`config.mk`:
```
export PLATFORM = sky130hd
export DESIGN_NAME = inst_encoder
export DESIGN_NICKNAME = d
export VERILOG_FILES = /design/src/rtl/inst_encoder.sv
export SDC_FILE = /design/constraint.sdc
export NUM_CORES = 1
export LEC_CHECK = 0
export CORE_MARGIN = 8
export CORE_UTILIZATION = 31
export CTS_CLUSTER_DIAMETER = 150
export DETAILED_ROUTE_END_ITERATION = 7
export SYNTH_ARGS = -nofsm -noshare
export SYNTH_HDL_FRONTEND = slang
export SYNTH_SLANG_ARGS = --single-unit
```
`constraint.sdc`:
```
create_clock -name clk -period 4.2 [get_ports clk]
set_input_delay 1.26 -clock clk [delete_from_list [all_inputs] [get_ports clk]]
set_output_delay 1.26 -clock clk [all_outputs]
set_load 0.02 [all_outputs]
```
`src/rtl/inst_encoder.sv`:
```
// Instruction encoder: range-checks the immediate for the opcode's format, packs an
// RV32I word and streams valid words into instruction memory through a 2-stage pipe.
module inst_encoder #(
    parameter int ADDR_W = 9
) (
    input  logic              clk,
    input  logic              reset,
    input  logic              in_valid,
    output logic              in_ready,
    input  logic [6:0]        opcode,
    input  logic [4:0]        rd,
    input  logic [4:0]        rs1,
    input  logic [4:0]        rs2,
    input  logic [2:0]        funct3,
    input  logic [6:0]        funct7,
    input  logic [31:0]       imm,
    input  logic              load_addr,
    input  logic [ADDR_W-1:0] load_val,
    output logic              out_valid,
    input  logic              out_ready,
    output logic [ADDR_W-1:0] mem_addr,
    output logic [31:0]       mem_wdata,
    output logic              err_pulse,
    output logic [7:0]        err_count
);

    typedef enum logic [2:0] {FMT_R, FMT_I, FMT_S, FMT_B, FMT_J} fmt_e;

    fmt_e              fmt_d;
    logic              imm_ok_d;

    logic              rdy_q;
    logic              s1_vld_q, s1_err_q;
    fmt_e              s1_fmt_q;
    logic [6:0]        s1_op_q, s1_f7_q;
    logic [4:0]        s1_rd_q, s1_rs1_q, s1_rs2_q;
    logic [2:0]        s1_f3_q;
    logic [20:0]       s1_imm_q;
    logic              s2_vld_q;
    logic [ADDR_W-1:0] addr_q, ptr_q, ptr_d;
    logic [31:0]       wdata_q, word_d;
    logic              err_pulse_q;
    logic [7:0]        err_cnt_q;

    logic s2_load, s1_adv, accept, s1_good, s1_rej, write;

    always_comb begin
        case (opcode)
            7'b0000011, 7'b0010011, 7'b1100111: fmt_d = FMT_I;
            7'b0100011:                         fmt_d = FMT_S;
            7'b1100011:                         fmt_d = FMT_B;
            7'b1101111:                         fmt_d = FMT_J;
            default:                            fmt_d = FMT_R;
        endcase
    end

    always_comb begin
        case (fmt_d)
            FMT_I, FMT_S: imm_ok_d = ($signed(imm) >= -32'sd2048) && ($signed(imm) <= 32'sd2047);
            FMT_B:        imm_ok_d = ($signed(imm) >= -32'sd4096) && ($signed(imm) <= 32'sd4094) && !imm[0];
            FMT_J:        imm_ok_d = ($signed(imm) >= -32'sd1048576) && ($signed(imm) <= 32'sd1048574) && !imm[0];
            default:      imm_ok_d = 1'b1;
        endcase
    end

    always_comb begin
        case (s1_fmt_q)
            FMT_I:   word_d = {s1_imm_q[11:0], s1_rs1_q, s1_f3_q, s1_rd_q, s1_op_q};
            FMT_S:   word_d = {s1_imm_q[11:5], s1_rs2_q, s1_rs1_q, s1_f3_q, s1_imm_q[4:0], s1_op_q};
            FMT_B:   word_d = {s1_imm_q[12], s1_imm_q[10:5], s1_rs2_q, s1_rs1_q, s1_f3_q,
                               s1_imm_q[4:1], s1_imm_q[11], s1_op_q};
            FMT_J:   word_d = {s1_imm_q[20], s1_imm_q[10:1], s1_imm_q[11], s1_imm_q[19:12],
                               s1_rd_q, s1_op_q};
            default: word_d = {s1_f7_q, s1_rs2_q, s1_rs1_q, s1_f3_q, s1_rd_q, s1_op_q};
        endcase
    end

    // A rejected bundle in S1 is a bubble: it always leaves and never feeds S2.
    assign s2_load  = !s2_vld_q || out_ready;
    assign s1_adv   = s2_load || !s1_vld_q || s1_err_q;
    assign in_ready = rdy_q && s1_adv;
    assign accept   = in_valid && in_ready;
    assign s1_good  = s1_vld_q && !s1_err_q;
    assign s1_rej   = s1_vld_q && s1_err_q;
    assign write    = s2_vld_q && out_ready;

    // The next pointer is also the address a word takes as it enters S2.
    always_comb begin
        ptr_d = ptr_q;
        if (load_addr)  ptr_d = load_val;
        else if (write) ptr_d = ptr_q + 1'b1;
    end

    always_ff @(posedge clk or posedge reset) begin
        if (reset) begin
            rdy_q       <= 1'b0;
            s1_vld_q    <= 1'b0;
            s1_err_q    <= 1'b0;
            s1_fmt_q    <= FMT_R;
            s1_op_q     <= '0;
            s1_f7_q     <= '0;
            s1_rd_q     <= '0;
            s1_rs1_q    <= '0;
            s1_rs2_q    <= '0;
            s1_f3_q     <= '0;
            s1_imm_q    <= '0;
            s2_vld_q    <= 1'b0;
            addr_q      <= '0;
            wdata_q     <= '0;
            ptr_q       <= '0;
            err_pulse_q <= 1'b0;
            err_cnt_q   <= '0;
        end else begin
            rdy_q <= 1'b1;
            if (s1_adv) begin
                s1_vld_q <= accept;
                if (accept) begin
                    s1_err_q <= !imm_ok_d;
                    s1_fmt_q <= fmt_d;
                    s1_op_q  <= opcode;
                    s1_f7_q  <= funct7;
                    s1_rd_q  <= rd;
                    s1_rs1_q <= rs1;
                    s1_rs2_q <= rs2;
                    s1_f3_q  <= funct3;
                    s1_imm_q <= imm[20:0];
                end
            end
            if (s2_load) begin
                s2_vld_q <= s1_good;
                if (s1_good) begin
                    addr_q  <= ptr_d;
                    wdata_q <= word_d;
                end
            end
            ptr_q       <= ptr_d;
            err_pulse_q <= s1_rej;
            if (s1_rej && err_cnt_q != 8'hFF) err_cnt_q <= err_cnt_q + 8'd1;
        end
    end

    assign out_valid = s2_vld_q;
    assign mem_addr  = addr_q;
    assign mem_wdata = wdata_q;
    assign err_pulse = err_pulse_q;
    assign err_count = err_cnt_q;

endmodule

```
# After elaboration in Yosys (flattened, before gate mapping)
# Index checks and enable logic that the tools add are counted.
# W data, S select, Z words.
[op_classes]
add_sub_neg = 2
n_lt_le_gt_ge = 6
eq_ne = 15
mux = 5
n_reduce_logical = 23
[op_table]
columns = ["operator", "n"]
rows = [
  ["$pmux W32 S4", 1],
  ["$ge A32 B12 Y1 const B", 1],
  ["$ge A32 B13 Y1 const B", 1],
  ["$ge A32 B21 Y1 const B", 1],
  ["$le A32 B12 Y1 const B", 1],
  ["$le A32 B13 Y1 const B", 1],
  ["$le A32 B21 Y1 const B", 1],
  ["$eq A7 B7 Y1 const B", 3],
  ["$mux W9", 2],
  ["$eq A3 B2 Y1 const B", 4],
  ["$pmux W3 S4", 1],
  ["$logic_and A1 B1 Y1", 11],
  ["$add A9 B1 Y9 const B", 1],
  ["$add A8 B1 Y8 const B", 1],
  ["$ne A8 B8 Y1 const B", 1],
  ["$eq A7 B2 Y1 const B", 1],
  ["$eq A7 B5 Y1 const B", 1],
  ["$eq A7 B6 Y1 const B", 1],
  ["$eq A3 B1 Y1 const B", 2],
  ["$eq A3 B3 Y1 const B", 2],
  ["$logic_not A1 Y1", 5],
  ["$reduce_and A2 Y1", 2],
  ["$logic_or A1 B1 Y1", 3],
  ["$pmux W1 S3", 1],
  ["2 further kinds", 2],
]
[totals]
register_bits = 119
in_bits = 78
output_inout_bits = 52
wordCells = 68

# Logic depth before layout (Yosys ltp)
# Gate-level depths: netlist (run 1).
[depth]
word_depth = 7
mapped_depth = 6
depth_no_buf = 6

# Worst setup path before layout (run 1)
# OpenSTA, ideal clock, no wires.
[synth_timing]
kind = "in2out"
startpoint = "in out_ready"
endpoint = "out in_ready"
arrival_time_ns = 1.703
slack_ns = 1.237
cell_stages = 2
path_buffers = 0
path_cell_list = "nand2b_1 o21a_1"
[synth_between]
elab_chain_cells = 4
[synth_rtl]
columns = ["element", "line", "text"]
rows = [
  ["start: declaration", "20", "input logic out_ready,"],
  ["$logic_or A1 B1 Y1", "79", "assign s2_load = !s2_vld_q || out_ready;"],
  ["$logic_or A1 B1 Y1 (2 in a row)", "80", "assign s1_adv = s2_load || !s1_vld_q || s1_err_q;"],
  ["$logic_and A1 B1 Y1", "81", "assign in_ready = rdy_q && s1_adv;"],
  ["end: declaration", "9", "output logic in_ready,"],
]
# Every way passes these cells.

# Worst setup path in the final report (run 1)
# Ends and elaborated chain as after synthesis.

==> results_dict.tcl, run 1 <==
set metrics [dict create \
    cts_root_buffer "clkbuf_16" \
    use_met2_pct 20.1 \
    drcViolationCount 0 \
    worstSetupPathType "in -> out" \
    fillers 1542 \
    grt_pass1_wl_mm 21.5 \
    hold_path.class "reg -> reg" \
    globalplace.congestion 0.809 \
    worst_pin_slew_ns 0.949 \
    synth_flop_cell "dfrtp_1" \
    required_ns 2.94 \
    vias 3701 \
    dieArea_um2 21100 \
    placed_area_um2 6730 \
    areaGrowthSynthToFinish_pct 41.5 \
    syn_area_per_cell_um2 12.1 \
    min_period_over_period_pct 96.8 \
    tritoncts "done" \
    netlist_area_um2 5170 \
    rows 47 \
    min_period_ns 4.07 \
    crit_arrival_ns 2.81 \
    synth_fp_nets 506 \
    final_layout_size_suffix_gt1_share_pct 18.7 \
    cpMostUsedCell "clkdlybuf4s50_1" \
    dp.cells 761 \
    seq_area_frac_synth_pct 57.6 \
    synth-edff-count 0 \
    wl_mm 13.1 \
    netlist_instances 426 \
    hold_violations 0 \
    setup.worst_path.end_class "primary output" \
    fin_ws_ns 0.134 \
    cp_max_fo 5 \
    yosysWarnings 0 \
    diodes 0 \
    stdcell_area_um2 7310 \
    clk_path_buf_depth 2 \
    cpPeakStageDelay_ns 0.61 \
    path_cells "clkdlybuf4s50_1 -> nand2b_1 -> o21a_1 -> clkdlybuf4s50_1" \
    grtUsageTotal_pct 12.8 \
    rsz0062_at_grt "false" \
    portBuffers 129 \
    gr-total-overflow 0 \
    clock_skew_ns 0.00590 \
    leakage_nw 3.05 \
    hpwlAfterDp_mm 9.52 \
    clkLatencyLatePin_ns 0.41 \
    post_cts_resized 0 \
    setup_tns_ns 0 \
    async_flop_share_pct 100 \
    ir_worst_vdd_v 0.000282 \
    avgRoutedWirePerCell_um 16.5 \
    die_w_um 145 \
    htreeDepth 4 \
    slew_violations 0 \
    die_y_um 145 \
    antenna_left 0 \
    maxCapViolations 0 \
    clock-sinks 119 \
    grt.busiest_layer "met2" \
    final_cells 792 \
    grt_pass1_vias 3995 \
    synth.distinct_cells 44 \
    start_kind "primary input" \
    place_ws_ns 0.137 \
    met1_usage_pct 16.3 \
    final_nets 640 \
    worst_path_max_delay_cell "clkdlybuf4s50_1" \
    antenna_found_initial 0 \
    clkTransAtPathRegs_ns 0.05 \
    dr.pass1.iters 4 \
    initial_core_util_pct 31.4 \
    fin_util_pct 44.4 \
    cts_buffers 17 \
    grt_max_degree 61 \
    cts-hold-fix-buffers 0 \
    power_density_nw_per_um2 524 \
    ys_ff_latch 119 \
    met3_usage_pct 4.57 \
    drt-initial-drc-count 116 \
    core_area_um2 16500 \
    fmax_ghz 0.246 \
    maxSlewHeadroom_pct 36.7 \
    io_pins 130 \
    post_cts_buffers 0 \
    outcome "complete, no violations" \
    via_per_inst 4.67 \
    setup_violations 0 \
]
## routing by layer
metal,vias to the layer above,share of wire (%),wire (um)
li1,1777,-,-
met1,1813,48,6230
met2,99,46,6020
met3,12,5.4,711
met4,0,0.83,108
met5,-,0,0
## layout by cell type (no fill, tap or decap), drive strengths merged, types with 4 or more instances in the layout
cell type,netlist,final
mux2,68,68
inv,7,6
nand2b,6,6
nor4,8,8
o21ai,39,39
nor2,9,9
nand3,5,5
mux2i,26,26
dfrtp,119,119
clkbuf,11,24
a21oi,5,5
buf,9,6
nor3,6,6
clkinvlp,0,4
nand4,11,11
nand2,53,53
xor2,5,5
clkdlybuf4s50,0,129
xnor2,13,13
## state kept, by name, indices dropped and copies added (netlist names)
signal / count
s1_fmt_q: 3
mem_wdata: 32
ptr_q: 9
mem_addr: 9
err_count: 8
s1_imm_q: 21
err_pulse: 1
s1_rs1_q: 5
out_valid: 1
s1_rd_q: 5
s1_f3_q: 3
s1_err_q: 1
s1_f7_q: 7
s1_op_q: 7
rdy_q: 1
s1_rs2_q: 5
s1_vld_q: 1
## cell type report
| type | instances | area [um2] | share of cell area [%] |
|---|---|---|---|
| Tap cell | 220 | 275 | 3.76 |
| Clock buffer | 24 | 512 | 7.00 |
| Inverter | 7 | 30.0 | 0.411 |
| Clock inverter | 7 | 67.6 | 0.924 |
| Sequential cell | 119 | 2980 | 40.7 |
| Timing Repair Buffer | 135 | 1370 | 18.8 |
| Multi-Input combinational cell | 280 | 2080 | 28.4 |
## per-stage QoR
stage | power, mW | hold WS (ns)
CTS | 3.90 | 0.482
global placement | 2.45 | 0.459
global route | 4.03 | 0.502
floorplan | 1.99 | 0.446
detailed placement | 2.47 | 0.470
finish | 3.83 | 0.478
## synth_stat cells (2+ instances only)
cell type | instances | area [um2]
a21oi_1 | 4 | 20.0
and2_1 | 2 | 12.5
and3_1 | 3 | 18.8
buf_2 | 8 | 40.0
clkbuf_1 | 11 | 41.3
dfrtp_1 | 119 | 2980
ha_1 | 2 | 25.0
inv_1 | 7 | 26.3
mux2_1 | 3 | 33.8
mux2_2 | 65 | 732
mux2i_1 | 26 | 260
nand2_1 | 52 | 195
nand2b_1 | 6 | 37.5
nand3_1 | 5 | 25.0
nand4_1 | 11 | 68.8
nor2_1 | 9 | 33.8
nor3_1 | 6 | 30.0
nor4_1 | 8 | 50.1
o21ai_0 | 38 | 190
o41ai_1 | 2 | 17.5
xnor2_1 | 12 | 105
xor2_1 | 5 | 43.8
## power breakdown
part	switching [mW]	total, mW	internal [mW]
Combinational	0.428	0.911	0.483
Sequential	0.145	1.53	1.38
Clock	0.493	1.39	0.901
Total	1.07	3.83	2.77
## final timing paths
| path | slack, ns | end | depth (start not counted) | start |
|---|---|---|---|---|
| setup / recovery | 0.13 | in_ready | 4 | out_ready |
| hold / removal | 0.48 | s1_op_q[2]$_DFFE_PP0P_ | 2 | s1_op_q[2]$_DFFE_PP0P_ |
| setup reg to reg | 2.18 | mem_wdata[9]$_DFFE_PP0P_ | 5 | s1_err_q$_DFFE_PP0P_ |
| hold reg to reg | 0.48 | s1_op_q[2]$_DFFE_PP0P_ | 2 | s1_op_q[2]$_DFFE_PP0P_ |
| max in group asynchronous | 2.06 | err_count[2]$_DFFE_PP0P_ | 3 | reset |
| min in group asynchronous | 1.33 | s1_f3_q[1]$_DFFE_PP0P_ | 2 | reset |
## cells by family (layout without fill, tap and decap cells)
kind of cell               after synthesis  count (layout)  synth area share (%)
xor gates and xnor gates                18              18                  3.20
adders and majority gates                2               2                 0.484
and+or+nand+nor                        107             107                  9.81
muxes                                   94              94                  19.9
other                                    1               1                0.0726
AOI/OAI and AO/OA                       58              58                  6.71
DFF                                    119             119                  57.6
buffers and inverters                   27             173                  2.23
## critical path, delay by kind of cell
family | cells | cell delay (ns)
buffers and inverters | 2 | 1.15
and+or+nand+nor | 1 | 0.21
AOI/OAI and AO/OA | 1 | 0.18
(Power assumes the default switching activity.)
==> run 2, diff against run 1 <==
SETUP_SLACK_MARGIN = 0.1   (was not set)
==> run 2 against run 1 <==
Net effect:
- clock power is essentially flat
- sequential share of layout area barely moved
- non-clock buffer count is the same
- worst hold slack about the same
- via count about the same
- sequential power about the same
- power barely moved
- clock skew about the same
- critical endpoint unchanged
- largest cell class unchanged
==> results_dict.tcl, run 2 (synthesized netlist as in run 1, its figures left out) <==
set metrics [dict create \
    clkTransAtPathRegs_ns 0.05 \
    min_period_over_period_pct 88.3 \
    drt-initial-drc-count 118 \
    drcViolationCount 0 \
    final_nets 640 \
    core_area_um2 16500 \
    die_y_um 145 \
    globalplace.congestion 0.809 \
    grt_max_degree 61 \
    tritoncts "done" \
    die_w_um 145 \
    worst_path_max_delay_cell "clkdlybuf4s50_1" \
    clock-sinks 119 \
    multi_input_area_um2 2080 \
    grt_pass1_wl_mm 21.5 \
    worstSetupPathType "in -> out" \
    path_cells "clkdlybuf4s50_1 -> nand2b_1 -> o21a_1 -> dlymetal6s2s_1" \
    via_per_inst 4.67 \
    setup_violations 0 \
    r2r.worst_path.cells 5 \
    clk_path_buf_depth 2 \
    post_cts_resized 0 \
    rsz0062_at_grt "false" \
    cpPeakStageDelay_ns 0.54 \
    critical_path_cell_count 4 \
    final_cells 792 \
    worst_pin_slew_ns 0.955 \
    avgRoutedWirePerCell_um 16.5 \
    antenna_found_initial 0 \
    hold_path.class "reg -> reg" \
    grt_pass1_vias 3995 \
    start_kind "primary input" \
    antenna_left 0 \
    layout_commonest_cell "clkdlybuf4s50_1" \
    cts_buffers 17 \
    htreeDepth 4 \
    clock_skew_ns 0.00632 \
    fillers 1541 \
    final_layout_size_suffix_gt1_share_pct 18.7 \
    areaGrowthSynthToFinish_pct 41.6 \
    dr.pass1.iters 4 \
    maxCapViolations 0 \
    cts-hold-fix-buffers 0 \
    grtUsageTotal_pct 12.8 \
    portBuffers 129 \
    initial_core_util_pct 31.4 \
    cts_root_buffer "clkbuf_16" \
    diodes 0 \
    final_cell_mix "128 x clkdlybuf4s50_1, 119 x dfrtp_1, 65 x mux2_2" \
    clkLatencyLatePin_ns 0.41 \
    wl_mm 13.1 \
    dieArea_um2 21100 \
    hpwlAfterDp_mm 9.52 \
    setup_tns_ns 0 \
    leakage_nw 3.06 \
    slew_violations 0 \
    io_pins 130 \
    seqCellArea_um2 2980 \
    power_density_nw_per_um2 524 \
    outcome "complete, no violations" \
    post_cts_buffers 0 \
    cp_max_fo 5 \
    largest_register_ffs 32 \
    gr-total-overflow 0 \
    required_ns 2.94 \
    rows 47 \
    crit_arrival_ns 2.45 \
    ir_worst_vdd_v 0.000282 \
    maxSlewHeadroom_pct 36.4 \
    fmax_ghz 0.270 \
    setup.worst_path.end_class "primary output" \
    min_path_cells 2 \
    cp.buffers_inverters 2 \
    hold_violations 0 \
    dp.cells 761 \
    vias 3700 \
    min_period_ns 3.71 \
    cp_top_family "buffers and inverters" \
]
run 2: where the power goes:
group          switching (mW)  total (mW)  internal (mW)
logic                   0.429       0.911          0.483
registers               0.145        1.53           1.38
clock network           0.492        1.39          0.901
total                    1.07        3.83           2.77
run 2: final timing paths:
kind | from | endpoint | slack, ns
max in group asynchronous | reset | err_count[2]$_DFFE_PP0P_ | 2.06
hold reg to reg | s1_op_q[2]$_DFFE_PP0P_ | s1_op_q[2]$_DFFE_PP0P_ | 0.48
setup reg to reg | s1_err_q$_DFFE_PP0P_ | mem_wdata[9]$_DFFE_PP0P_ | 2.17
min in group asynchronous | reset | s1_f3_q[1]$_DFFE_PP0P_ | 1.33
setup / recovery | out_ready | in_ready | 0.49
hold / removal | s1_op_q[2]$_DFFE_PP0P_ | s1_op_q[2]$_DFFE_PP0P_ | 0.48
run 2: layer usage:
layer / global-route usage, % / share of wire [%] / vias to the layer above
met3: 4.57 / 5.2 / 12
li1: - / - / 1777
met1: 16.3 / 48 / 1814
met4: 3.38 / 0.83 / 0
met5: 0 / 0 / -
met2: 20.1 / 46 / 97
run 2: worst reg2reg max path: cells and delay by family, from the launching register on:
family | cells | cell delay (ns)
AND/OR/NAND/NOR | 3 | 0.95
buffers and inverters | 1 | 0.47
flip-flops | 1 | 0.40
AO/OA/AOI/OAI | 1 | 0.08
run 2: area by class of cell:
class,count,share of cell area (%)
Tap cell,220,3.76
Sequential cell,119,40.7
Clock inverter,7,0.924
Timing Repair Buffer,135,18.8
Clock buffer,24,7.00
Inverter,7,0.411
Multi-Input combinational cell,280,28.4
run 2: per-stage QoR:
| step | power [mW] | instance area, um2 | setup WS, ns | hold WS, ns | utilization (%) |
|---|---|---|---|---|---|
| after floorplan | 1.99 | 5170 | 1.24 | 0.446 | - |
| after CTS | 3.90 | 7310 | 0.123 | 0.482 | 44.4 |
| after global routing | 4.03 | 7310 | 0.404 | 0.502 | 44.4 |
| final | 3.83 | 7310 | 0.492 | 0.477 | 44.4 |
| after global placement | 2.45 | 6730 | 0.155 | 0.459 | 40.9 |
| after detailed placement | 2.47 | 6730 | 0.137 | 0.470 | 40.9 |
